### config.mk
export PLATFORM = sky130hd
export DESIGN_NAME = full_logic_nch
export DESIGN_NICKNAME = d
export VERILOG_FILES = /design/src/rtl/full_logic_nch.sv
export SDC_FILE = /design/constraint.sdc
export NUM_CORES = 1
export LEC_CHECK = 0
export CORE_ASPECT_RATIO = 1.25
export CORE_MARGIN = 5
export CORE_UTILIZATION = 30
export DETAILED_ROUTE_END_ITERATION = 8
export REMOVE_ABC_BUFFERS = 1
export SLEW_MARGIN = 20
export SYNTH_ARGS = -nofsm -noshare
export SYNTH_HDL_FRONTEND = slang
export SYNTH_SLANG_ARGS = --single-unit
### constraint.sdc
create_clock -name clk -period 6.9 [get_ports clk]
set_input_delay 0.69 -clock clk [delete_from_list [all_inputs] [get_ports clk]]
set_output_delay 0.69 -clock clk [all_outputs]
set_load 0.01 [all_outputs]
### src/rtl/full_logic_nch.sv
// rtl/full_logic_nch.sv - one input FIFO routed by destination bits into NCH output FIFOs
module full_logic_nch #(
    parameter int DATA_W    = 6,
    parameter int NCH       = 4,
    parameter int IN_DEPTH  = 4,
    parameter int OUT_DEPTH = 4
) (
    input  logic                      clk,
    input  logic                      reset,
    input  logic                      init,
    input  logic [$clog2(OUT_DEPTH):0] thr_af,
    input  logic                      wr_enable,
    input  logic [DATA_W-1:0]         data_in,
    input  logic [NCH-1:0]            pop,
    output logic [NCH*DATA_W-1:0]     data_out,
    output logic [NCH-1:0]            valid_out,
    output logic [NCH-1:0]            empty,
    output logic [NCH-1:0]            almost_full,
    output logic                      in_full,
    output logic [NCH:0]              error,
    output logic [1:0]                state
);
    localparam int SEL_W  = $clog2(NCH);
    localparam int CNT_W  = $clog2(OUT_DEPTH) + 1;
    localparam int IN_AW  = $clog2(IN_DEPTH);
    localparam int IN_CW  = IN_AW + 1;
    localparam int OUT_AW = $clog2(OUT_DEPTH);

    localparam logic [1:0] ST_RESET  = 2'd0;
    localparam logic [1:0] ST_INIT   = 2'd1;
    localparam logic [1:0] ST_IDLE   = 2'd2;
    localparam logic [1:0] ST_ACTIVE = 2'd3;

    localparam logic [CNT_W-1:0] OUT_FULL = CNT_W'(OUT_DEPTH);
    localparam logic [IN_CW-1:0] IN_FULL  = IN_CW'(IN_DEPTH);

    logic [1:0]              state_q, state_d;
    logic [CNT_W-1:0]        thr_q, thr_d;
    logic [IN_AW-1:0]        in_wptr_q, in_wptr_d, in_rptr_q, in_rptr_d;
    logic [IN_CW-1:0]        in_cnt_q, in_cnt_d;
    logic [OUT_AW-1:0]       out_wptr_q [NCH];
    logic [OUT_AW-1:0]       out_wptr_d [NCH];
    logic [OUT_AW-1:0]       out_rptr_q [NCH];
    logic [OUT_AW-1:0]       out_rptr_d [NCH];
    logic [CNT_W-1:0]        out_cnt_q  [NCH];
    logic [CNT_W-1:0]        out_cnt_d  [NCH];
    logic [NCH*DATA_W-1:0]   data_out_q, data_out_d;
    logic [NCH-1:0]          valid_q, valid_d;
    logic [NCH:0]            error_q, error_d;

    logic [DATA_W-1:0]       in_mem  [IN_DEPTH];
    logic [DATA_W-1:0]       out_mem [NCH][OUT_DEPTH];

    logic                    run, in_full_w, push, xfer, busy;
    logic [CNT_W-1:0]        thr_eff;
    logic [DATA_W-1:0]       in_head;
    logic [SEL_W-1:0]        dest;
    logic [NCH-1:0]          empty_w, af_w, pop_ok, xfer_ch;

    // Out-of-range thresholds (0 or above depth) fall back to the full depth.
    assign thr_eff   = (thr_q == '0 || thr_q > OUT_FULL) ? OUT_FULL : thr_q;
    assign run       = (state_q == ST_IDLE) || (state_q == ST_ACTIVE);
    assign in_full_w = (in_cnt_q == IN_FULL);
    assign push      = run && wr_enable && !in_full_w;
    assign in_head   = in_mem[in_rptr_q];
    assign dest      = in_head[DATA_W-1 -: SEL_W];
    assign xfer      = run && (in_cnt_q != '0) && (out_cnt_q[dest] < thr_eff);
    assign busy      = (in_cnt_q != '0) || !(&empty_w);

    always_comb begin
        empty_w = '0;
        af_w    = '0;
        pop_ok  = '0;
        xfer_ch = '0;
        for (int i = 0; i < NCH; i++) begin
            empty_w[i] = (out_cnt_q[i] == '0);
            af_w[i]    = (out_cnt_q[i] >= thr_eff);
            pop_ok[i]  = run && pop[i] && !empty_w[i];
            xfer_ch[i] = xfer && (dest == SEL_W'(i));
        end
    end

    always_comb begin
        state_d = state_q;
        case (state_q)
            ST_RESET:  state_d = ST_INIT;
            ST_INIT:   if (!init) state_d = ST_IDLE;
            ST_IDLE: begin
                if (init)                   state_d = ST_INIT;
                else if (wr_enable || busy) state_d = ST_ACTIVE;
            end
            ST_ACTIVE: begin
                if (init)                    state_d = ST_INIT;
                else if (!busy && !wr_enable) state_d = ST_IDLE;
            end
            default:   state_d = ST_RESET;
        endcase
        thr_d = (state_q == ST_INIT) ? thr_af : thr_q;
    end

    always_comb begin
        in_wptr_d  = in_wptr_q + IN_AW'(push);
        in_rptr_d  = in_rptr_q + IN_AW'(xfer);
        in_cnt_d   = in_cnt_q + IN_CW'(push) - IN_CW'(xfer);
        error_d    = error_q;
        valid_d    = '0;
        data_out_d = data_out_q;
        if (run && wr_enable && in_full_w) error_d[0] = 1'b1;
        for (int i = 0; i < NCH; i++) begin
            out_wptr_d[i] = out_wptr_q[i] + OUT_AW'(xfer_ch[i]);
            out_rptr_d[i] = out_rptr_q[i] + OUT_AW'(pop_ok[i]);
            out_cnt_d[i]  = out_cnt_q[i] + CNT_W'(xfer_ch[i]) - CNT_W'(pop_ok[i]);
            if (pop_ok[i]) begin
                valid_d[i] = 1'b1;
                data_out_d[i*DATA_W +: DATA_W] = out_mem[i][out_rptr_q[i]];
            end
            if (run && pop[i] && empty_w[i]) error_d[i+1] = 1'b1;
        end
    end

    always_ff @(posedge clk) begin
        if (reset) begin
            state_q    <= ST_RESET;
            thr_q      <= CNT_W'(OUT_DEPTH - 1);
            in_wptr_q  <= '0;
            in_rptr_q  <= '0;
            in_cnt_q   <= '0;
            data_out_q <= '0;
            valid_q    <= '0;
            error_q    <= '0;
            for (int i = 0; i < NCH; i++) begin
                out_wptr_q[i] <= '0;
                out_rptr_q[i] <= '0;
                out_cnt_q[i]  <= '0;
            end
        end else begin
            state_q    <= state_d;
            thr_q      <= thr_d;
            in_wptr_q  <= in_wptr_d;
            in_rptr_q  <= in_rptr_d;
            in_cnt_q   <= in_cnt_d;
            data_out_q <= data_out_d;
            valid_q    <= valid_d;
            error_q    <= error_d;
            for (int i = 0; i < NCH; i++) begin
                out_wptr_q[i] <= out_wptr_d[i];
                out_rptr_q[i] <= out_rptr_d[i];
                out_cnt_q[i]  <= out_cnt_d[i];
            end
        end
    end

    // Storage arrays carry no reset; pointers and counts define what is valid.
    always_ff @(posedge clk) begin
        if (push) in_mem[in_wptr_q] <= data_in;
        for (int i = 0; i < NCH; i++) begin
            if (xfer_ch[i]) out_mem[i][out_wptr_q[i]] <= in_head;
        end
    end

    assign data_out    = data_out_q;
    assign valid_out   = valid_q;
    assign empty       = empty_w;
    assign almost_full = af_w;
    assign in_full     = in_full_w;
    assign error       = error_q;
    assign state       = state_q;
endmodule
### Word level (Yosys, flattened, before mapping)

Memories as Yosys holds them, arrays and structs flattened. A register that Yosys moved wholly into a read port is not among the register bits.
Index checks and enable logic that the tools add are counted.

| word-level totals | value |
|---|---|
| memories kept | 5 |
| register bits after elaboration | 45 |
| output and inout port bits | 44 |
| memory bits (writable) | 148 |

Memory list:

| name | depth | bits a word | rd ports | clocked after memory_dff | wr ports | RTL line | source |
|---|---|---|---|---|---|---|---|
| out_mem | 4 | 24 | 4 | 0 | 1 | 52 | `logic [DATA_W-1:0] out_mem [NCH][OUT_DEPTH];` |
| in_mem | 4 | 6 | 1 | 1 | 1 | 51 | `logic [DATA_W-1:0] in_mem [IN_DEPTH];` |
| out_cnt_q | 4 | 3 | 5 | 0 | 4 | 45 | `logic [CNT_W-1:0] out_cnt_q [NCH];` |
| out_rptr_q | 4 | 2 | 4 | 0 | 4 | 43 | `logic [OUT_AW-1:0] out_rptr_q [NCH];` |
| out_wptr_q | 4 | 2 | 4 | 0 | 4 | 41 | `logic [OUT_AW-1:0] out_wptr_q [NCH];` |

| cells by class | value |
|---|---|
| muxes and demuxes | 66 |
| order comparisons | 18 |
| eq/ne operators | 10 |
| reductions and logical operators | 51 |
| bitwise gates (word level) | 20 |
| add/subtract/negate cells | 20 |

Operators by type and width:

| kind | count |
|---|---|
| 2-to-1 mux 24 bit | 10 |
| 2-to-1 mux 6 bit | 12 |
| OR reduction 24 bit | 3 |
| binary-select mux 6 bit (select 2 bit) | 4 |
| demux 6 bit (select 2 bit) | 4 |
| 2-to-1 mux 2 bit | 17 |
| logical AND 1 bit | 26 |
| greater-or-equal comparator 3 bit, second input constant | 8 |
| NOT 2 -> 3 bit | 8 |
| adder 2 x 1 -> 2 bit | 10 |
| adder 3 x 1 -> 3 bit | 5 |
| zero test 3 bit | 5 |
| 2-to-1 mux 3 bit | 5 |
| subtractor 3 x 1 -> 3 bit | 5 |
| 2-to-1 mux 1 bit | 13 |
| greater-or-equal comparator 3 bit | 4 |
| < comparator 3 x 1 -> 1 bit, second input constant | 4 |
| OR 1 bit | 12 |
| equality test 2 bit, second input constant | 4 |
| zero test 1 bit | 8 |
| case mux 2 bit (4 select lines) | 1 |
| != test 3 x 2 -> 1 bit, second input constant | 2 |
| equality test 2 x 1 -> 1 bit, second input constant | 2 |
| zero test 2 bit | 2 |
| other kinds (8) | 11 |

### Depth between registers and ports, before layout

Gate-level depths: netlist of the first run.

| depth | value |
|---|---|
| depth after elaboration | 12 |
| depth in mapped cells | 15 |
| gate-level depth less buffers | 14 |

### Least setup slack after synthesis of the first run

Ideal clock, no wire load.

| timing | value |
|---|---|
| path type | register to register |
| start | register in_rptr_q[0] (netlist name) |
| end | memory out_cnt_q[0][2] in the netlist's numbering |
| library setup time | 0.128 ns |
| arrival time | 3.454 ns |
| setup slack | 3.319 ns |
| cell stages (with the launch flop) | 15 |
| period minus slack after synthesis | 3.581 ns |
| path buffers | 2 |
| path through | dfxtp_1 buf_6 mux4_2 buf_6 mux4_1 ha_1 nand2_1 nand4b_1 nor4b_2 ha_1 inv_1 fa_1 xor2_1 xnor2_1 nor2_1 |

RTL lines:

| item | RTL line |
|---|---|
| to (decl) | 45 |

==> impl_metrics.json, run 1 <==
{
  "synth_top_family_by_area": "simple AND/OR/NAND/NOR gates",
  "max-slew-margin-rel_pct": 37.5,
  "grt_max_degree": 74,
  "ys_types": 40,
  "post_drt_via_cell_ratio": 4.49,
  "synth-xor-area-share_pct": 2.12,
  "fill_cells": 2495,
  "clock_latency_ps": 440,
  "wl_per_cell_um": 15.6,
  "worst_r2r_path_depth": 7,
  "max-vdd-ir-drop_uv": 147,
  "ff2ff_setup_slack_ps": 2610,
  "dp_hpwl_mm": 10.1,
  "synthTopCellsByArea": "edfxtp_1 46%, dfxtp_1 19%, mux4_2 8.0%, ha_1 5.3%, nand2_1 3.1%",
  "cts_root_buf": "clkbuf_16",
  "die_area_um2": 29500,
  "die_y_um": 191,
  "hold_buffers": 0,
  "critical-path-top-delay-family": "simple AND/OR/NAND/NOR gates",
  "syn_inst": 545,
  "multi_input_area_um2": 2560,
  "grt_overflow": 0,
  "port_buffers": 60,
  "drive_gt1_share_pct": 12.0,
  "dieWidth_um": 155,
  "yosys.area.top_type": "edfxtp_1",
  "synth-edff-count": 120,
  "setup_tns_ps": 0,
  "gp_congestion": 0.739,
  "crit_path_cell_trace": "mux4_2 > mux4_1 > ha_1 > nand2_1 > nand4b_1 > nor4b_2 > nor3b_1",
  "numCtsBuffers": 17,
  "fin_hold_ws_ps": 454,
  "postPlaceCellArea_um2": 8750,
  "yosysMostFrequentCell": "edfxtp_1",
  "path_class": "reg2reg",
  "fmax_mhz": 233,
  "max_cap_violations": 0,
  "power.leakage_nw": 3.33,
  "rsz0062_at_grt": "no",
  "yosys-top-cells-count": "120 x edfxtp_1, 73 x dfxtp_1, 64 x nand2_1",
  "n_antenna_cell": 0,
  "grt_pass1_wl_mm": 24.3,
  "hold_viol": 0,
  "critPathCaptureType": "register",
  "finalInstanceArea_um2": 9340,
  "worst_pin_slew_ps": 936,
  "syn2layout_area_growth_pct": 19.1,
  "finalWorstSetupSlack_ps": 2610,
  "power.total_mw": 2.30,
  "timing.rr.start": "in_rptr_q[0]$_SDFF_PP0_",
  "start_util_pct": 30.3,
  "h-tree-depth": 4,
  "yosys.area_share.adder_pct": 6.54,
  "avgSynthCellArea_um2": 14.4,
  "drt_first_iter_violations": 206,
  "ys.flop_type": "edfxtp_1",
  "grt_pass1_vias": 4415,
  "final_antenna_net_count": 0,
  "vias": 4296,
  "synthArstFlopShare_pct": 0,
  "fin_util_pct": 36.0,
  "cp_num_buf_inv": 0,
  "finClkSkew_ps": 12.8,
  "grt_antenna_before_repair": 0,
  "cts.clk_slew.worst_paths_ps": 80,
  "ys_warn_count": 0,
  "critPathRequiredTime_ps": 6960,
  "critPathLaunchType": "register",
  "wl_mm": 14.9,
  "post_cts_buffers": 0,
  "hold_class": "reg2reg",
  "cts_tree": "built",
  "critPathSlowestCell": "mux4_2",
  "cp-startpoint": "in_rptr_q[0]$_SDFF_PP0_",
  "synthMuxAreaShare_pct": 10.0,
  "remaining_drc_errors": 0,
  "finalMaxSlewViolations": 0,
  "io_pins": 61,
  "synth-simple-area-share_pct": 10.4,
  "synth_top_area_share_pct": 45.9,
  "pre_cts_ws_ps": 2570,
  "worstPathArrival_ps": 4360,
  "power_density_nw_per_um2": 246,
  "dp_cells": 924,
  "reg2reg_to": "out_mem[0][20]$_DFFE_PP_",
  "nNetsFinal": 658,
  "status": "finished clean",
  "setup_violations": 0,
  "dr.pass1.iters": 4,
  "cts_buffer_depth": 2,
  "seq_area_frac_synth_pct": 64.6,
  "synth-compound-area-share_pct": 3.59,
  "worstPathMaxFanout": 24,
  "track_usage_pct": 10.7,
  "syn_area_um2": 7850,
  "endpoint": "out_mem[0][20]$_DFFE_PP_",
  "cts.sinks": 193,
  "final.period_utilization_pct": 62.2,
  "rows": 66,
  "finalCriticalPeriod_ps": 4290,
  "cts_resized": 0,
  "core_um2": 25900,
  "max_stage_delay_ps": 810,
  "cp.depth": 7,
  "regArea_um2": 5060,
  "ys_ff_latch": 193,
  "instances_no_fill": 956
}
## area by class of cell
type | count | share of cell area (%)
multi-input combinational | 307 | 27.4
clock buffer | 17 | 4.55
clock inverter | 15 | 1.74
inverter | 20 | 0.804
tap | 340 | 4.55
sequential | 193 | 54.2
timing repair buffer | 64 | 6.70
## registers in the layout, summed over array words and instances, names as in the netlist
| name | cells |
|---|---|
| out_mem | 96 |
| data_out | 24 |
| valid_out | 4 |
| in_mem | 24 |
| out_rptr_q | 8 |
| out_wptr_q | 8 |
| error | 5 |
| state | 2 |
| thr_q | 3 |
| in_cnt_q | 3 |
| in_rptr_q | 2 |
| out_cnt_q | 12 |
| in_wptr_q | 2 |
## cell usage in the layout (no fill, tap or decap), types with 3 or more instances in the layout
cell type,count
edfxtp_1,120
dfxtp_1,73
nand2_1,64
clkdlybuf4s50_1,59
nor2_1,39
ha_1,33
mux4_2,28
a21oi_1,27
inv_1,20
clkbuf_16,17
nor2b_1,15
xnor2_1,15
nand2b_1,10
a21o_1,8
o21ai_0,7
nor3_1,6
or2_2,5
and3_1,5
nor3b_1,5
mux2i_1,5
a31oi_1,5
fa_1,5
inv_6,5
mux4_1,4
xor2_1,4
inv_8,4
buf_4,4
or3_1,3
and4b_1,3
clkinv_8,3
## worst min path at each step
stage,endpoint,cells after the start,from,slack (ps)
CTS,data_out[21]$_SDFFE_PP0P_,2,data_out[21]$_SDFFE_PP0P_,460
global placement,data_out[21]$_SDFFE_PP0P_,2,data_out[21]$_SDFFE_PP0P_,440
floorplan,thr_q[2]$_SDFFE_PP0N_,2,thr_q[2]$_SDFFE_PP0N_,460
detailed placement,data_out[21]$_SDFFE_PP0P_,2,data_out[21]$_SDFFE_PP0P_,450
global route,data_out[18]$_SDFFE_PP0P_,2,data_out[18]$_SDFFE_PP0P_,480
finish,data_out[18]$_SDFFE_PP0P_,2,data_out[18]$_SDFFE_PP0P_,450
## routing by layer
layer	global-route usage, %	wire length, um	up-vias
met5	0	0	-
met4	3.06	174	0
met3	3.47	798	11
met2	17.2	7070	83
met1	13.8	6900	2111
li1	-	-	2091
## report_power, final
group / switching [mW] / leakage (nW) / internal (mW) / total, mW
combinational: 0.0542 / 1.37 / 0.0439 / 0.0981
sequential: 0.00717 / 1.67 / 1.23 / 1.24
clock: 0.480 / 0.285 / 0.487 / 0.968
## worst register-to-register path, cell delays in order (launching register included)
cell and delay (ps):
dfxtp_1 600, mux4_2 810, mux4_1 570, ha_1 320, nand2_1 80, nand4b_1 200
nor4b_2 530, nor3b_1 810
## cell families after synthesis
kind of cell	after synthesis
muxes	37
AOI/OAI and AO/OA	48
buffers and inverters	45
and+or+nand+nor	165
DFF	193
adders and majority gates	38
xor gates and xnor gates	19
Note: power is estimated with default switching activity, not from simulation.
==> run 2: changes to the inputs <==
==> constraint.sdc (replaced) <==
create_clock -name clk -period 3.6 [get_ports clk]
set_input_delay 0.36 -clock clk [delete_from_list [all_inputs] [get_ports clk]]
set_output_delay 0.36 -clock clk [all_outputs]
set_load 0.01 [all_outputs]
==> impl_metrics.json, run 2 (same netlist as run 1, synthesis figures left out) <==
{
  "dieWidth_um": 155,
  "wl_per_cell_um": 15.4,
  "cts.sinks": 193,
  "cts_tree": "built",
  "power_density_nw_per_um2": 472,
  "largest_register_ffs": 96,
  "status": "finished clean",
  "layout_common_cells": "120 x edfxtp_1, 73 x dfxtp_1, 64 x nand2_1, 59 x clkdlybuf4s50_1, 39 x nor2_1",
  "layout_commonest_cell": "edfxtp_1",
  "setup_tns_ps": 0,
  "finalInstanceArea_um2": 9580,
  "hold_class": "in2reg",
  "multi_input_area_um2": 2580,
  "dr.pass1.iters": 4,
  "grt_max_degree": 44,
  "worst_pin_slew_ps": 833,
  "grt_overflow": 0,
  "max_stage_delay_ps": 570,
  "final_antenna_net_count": 0,
  "vias": 4430,
  "finalWorstSetupSlack_ps": 178,
  "power.total_mw": 4.53,
  "postPlaceCellArea_um2": 8950,
  "finClkSkew_ps": 12.6,
  "n_antenna_cell": 0,
  "core_um2": 25900,
  "grt_pass1_wl_mm": 24.5,
  "gp_congestion": 0.716,
  "fmax_mhz": 292,
  "instances_no_fill": 982,
  "cpMostUsedCell": "ha_1",
  "clock_latency_ps": 440,
  "critPathCaptureType": "register",
  "drt_first_iter_violations": 196,
  "hold_buffers": 0,
  "start_util_pct": 30.3,
  "dp_cells": 949,
  "cts.clk_slew.worst_paths_ps": 70,
  "io_pins": 61,
  "setup_violations": 0,
  "max_cap_violations": 0,
  "track_usage_pct": 10.8,
  "power.leakage_nw": 3.49,
  "die_area_um2": 29500,
  "grt_pass1_vias": 4482,
  "crit_path_cell_trace": "mux4_2 > mux4_1 > ha_1 > nand2_1 > nand4b_1 > buf_4 > nor4b_4 > ha_1 > inv_1 > fa_1 > xor2_1 > xnor2_1 > nor2_1",
  "rsz0062_at_grt": "no",
  "syn2layout_area_growth_pct": 22.1,
  "critPathRequiredTime_ps": 3920,
  "cts_root_buf": "clkbuf_16",
  "dp_hpwl_mm": 10.6,
  "h-tree-depth": 4,
  "worstPathMaxFanout": 5,
  "nNetsFinal": 684,
  "path_class": "reg2reg",
  "drive_gt1_share_pct": 16.2,
  "port_buffers": 60,
  "finalMaxSlewViolations": 0,
  "finalCriticalPeriod_ps": 3420,
  "remaining_drc_errors": 0,
  "wl_mm": 15.1,
  "max-slew-margin-rel_pct": 44.3,
  "critPathSlowestCell": "mux4_2",
  "cp_num_buf_inv": 2,
  "post_drt_via_cell_ratio": 4.51,
  "fill_cells": 2495,
  "rows": 66,
  "final.period_utilization_pct": 95.1,
  "worstPathArrival_ps": 3740,
  "max-vdd-ir-drop_uv": 244,
  "hold_viol": 0,
  "cts_buffer_depth": 2,
  "grt_antenna_before_repair": 0,
  "regArea_um2": 5060,
  "critPathLaunchType": "register",
  "pre_cts_ws_ps": 118,
  "critical-path-top-delay-family": "multiplexers",
  "die_y_um": 191,
  "numCtsBuffers": 17
}
-- run 2: cell count changes in the layout (fill, tap and decap cells not counted), sizes merged --
cell    before  now
buf          5   31
clkinv       5    1
bufinv       0    2
inv         29   31
-- run 2: through the flow --
| step | hold WS (ps) | utilization [%] |
|---|---|---|
| finish | 411 | 37.0 |
| global route | 436 | 37.0 |
| CTS | 404 | 36.9 |
| detailed placement | 448 | 34.5 |
| global placement | 444 | 34.5 |
| floorplan | 427 | - |
-- run 2: final timing paths --
kind | startpoint | end | slack [ps] | cells past startpoint
min | reset | out_rptr_q[2][1]$_SDFF_PP0_ | 410 | 2
max | in_rptr_q[0]$_SDFF_PP0_ | out_cnt_q[0][2]$_SDFF_PP0_ | 180 | 13
min reg2reg | data_out[18]$_SDFFE_PP0P_ | data_out[18]$_SDFFE_PP0P_ | 450 | 2
max reg2reg | in_rptr_q[0]$_SDFF_PP0_ | out_cnt_q[0][2]$_SDFF_PP0_ | 180 | 13
-- run 2: power breakdown --
part / switching [mW] / total, mW / leakage (nW) / internal, mW
clock network: 0.895 / 1.96 / 0.301 / 1.06
registers: 0.0126 / 2.37 / 1.67 / 2.35
logic: 0.109 / 0.202 / 1.52 / 0.0929
-- run 2: final cells by class --
cell class	count	area share, %
sequential	193	52.9
multi-input combinational	307	27.0
clock buffer	17	4.44
timing repair buffer	90	8.57
clock inverter	15	1.96
tap	340	4.44
inverter	20	0.783
-- run 2: timing repair --
item / in CTS / in global routing
setup buffers: 0 / 1
gates resized for setup: 0 / 4
endpoints found under the setup margin: 0 / 5
-- run 2: worst register-to-register path, cell delays in order (launching register included) --
cell and delay (ps):
dfxtp_1 360, mux4_2 570, mux4_1 490, ha_1 320, nand2_1 70, nand4b_1 100
buf_4 170, nor4b_4 290, ha_1 180, inv_1 50, fa_1 370, xor2_1 170
xnor2_1 130, nor2_1 50
-- run 2: layer usage --
metal / GRT usage [%] / share of wire [%] / up-vias
li1: - / - / 2140
met1: 13.4 / 44 / 2187
met2: 17.8 / 49 / 79
met3: 3.29 / 5.1 / 24
met4: 3.94 / 2.0 / 0
met5: 0 / 0 / -
==> run 3: changes to the inputs <==
--- a/config.mk
+++ b/config.mk
@@ -8,6 +8,7 @@
 export CORE_ASPECT_RATIO = 1.25
 export CORE_MARGIN = 5
 export CORE_UTILIZATION = 30
+export CTS_CLUSTER_SIZE = 12
 export DETAILED_ROUTE_END_ITERATION = 8
 export REMOVE_ABC_BUFFERS = 1
 export SLEW_MARGIN = 20
==> results of run 3 <==
The final DEF is identical to that of run 2; final timing and power are the same.
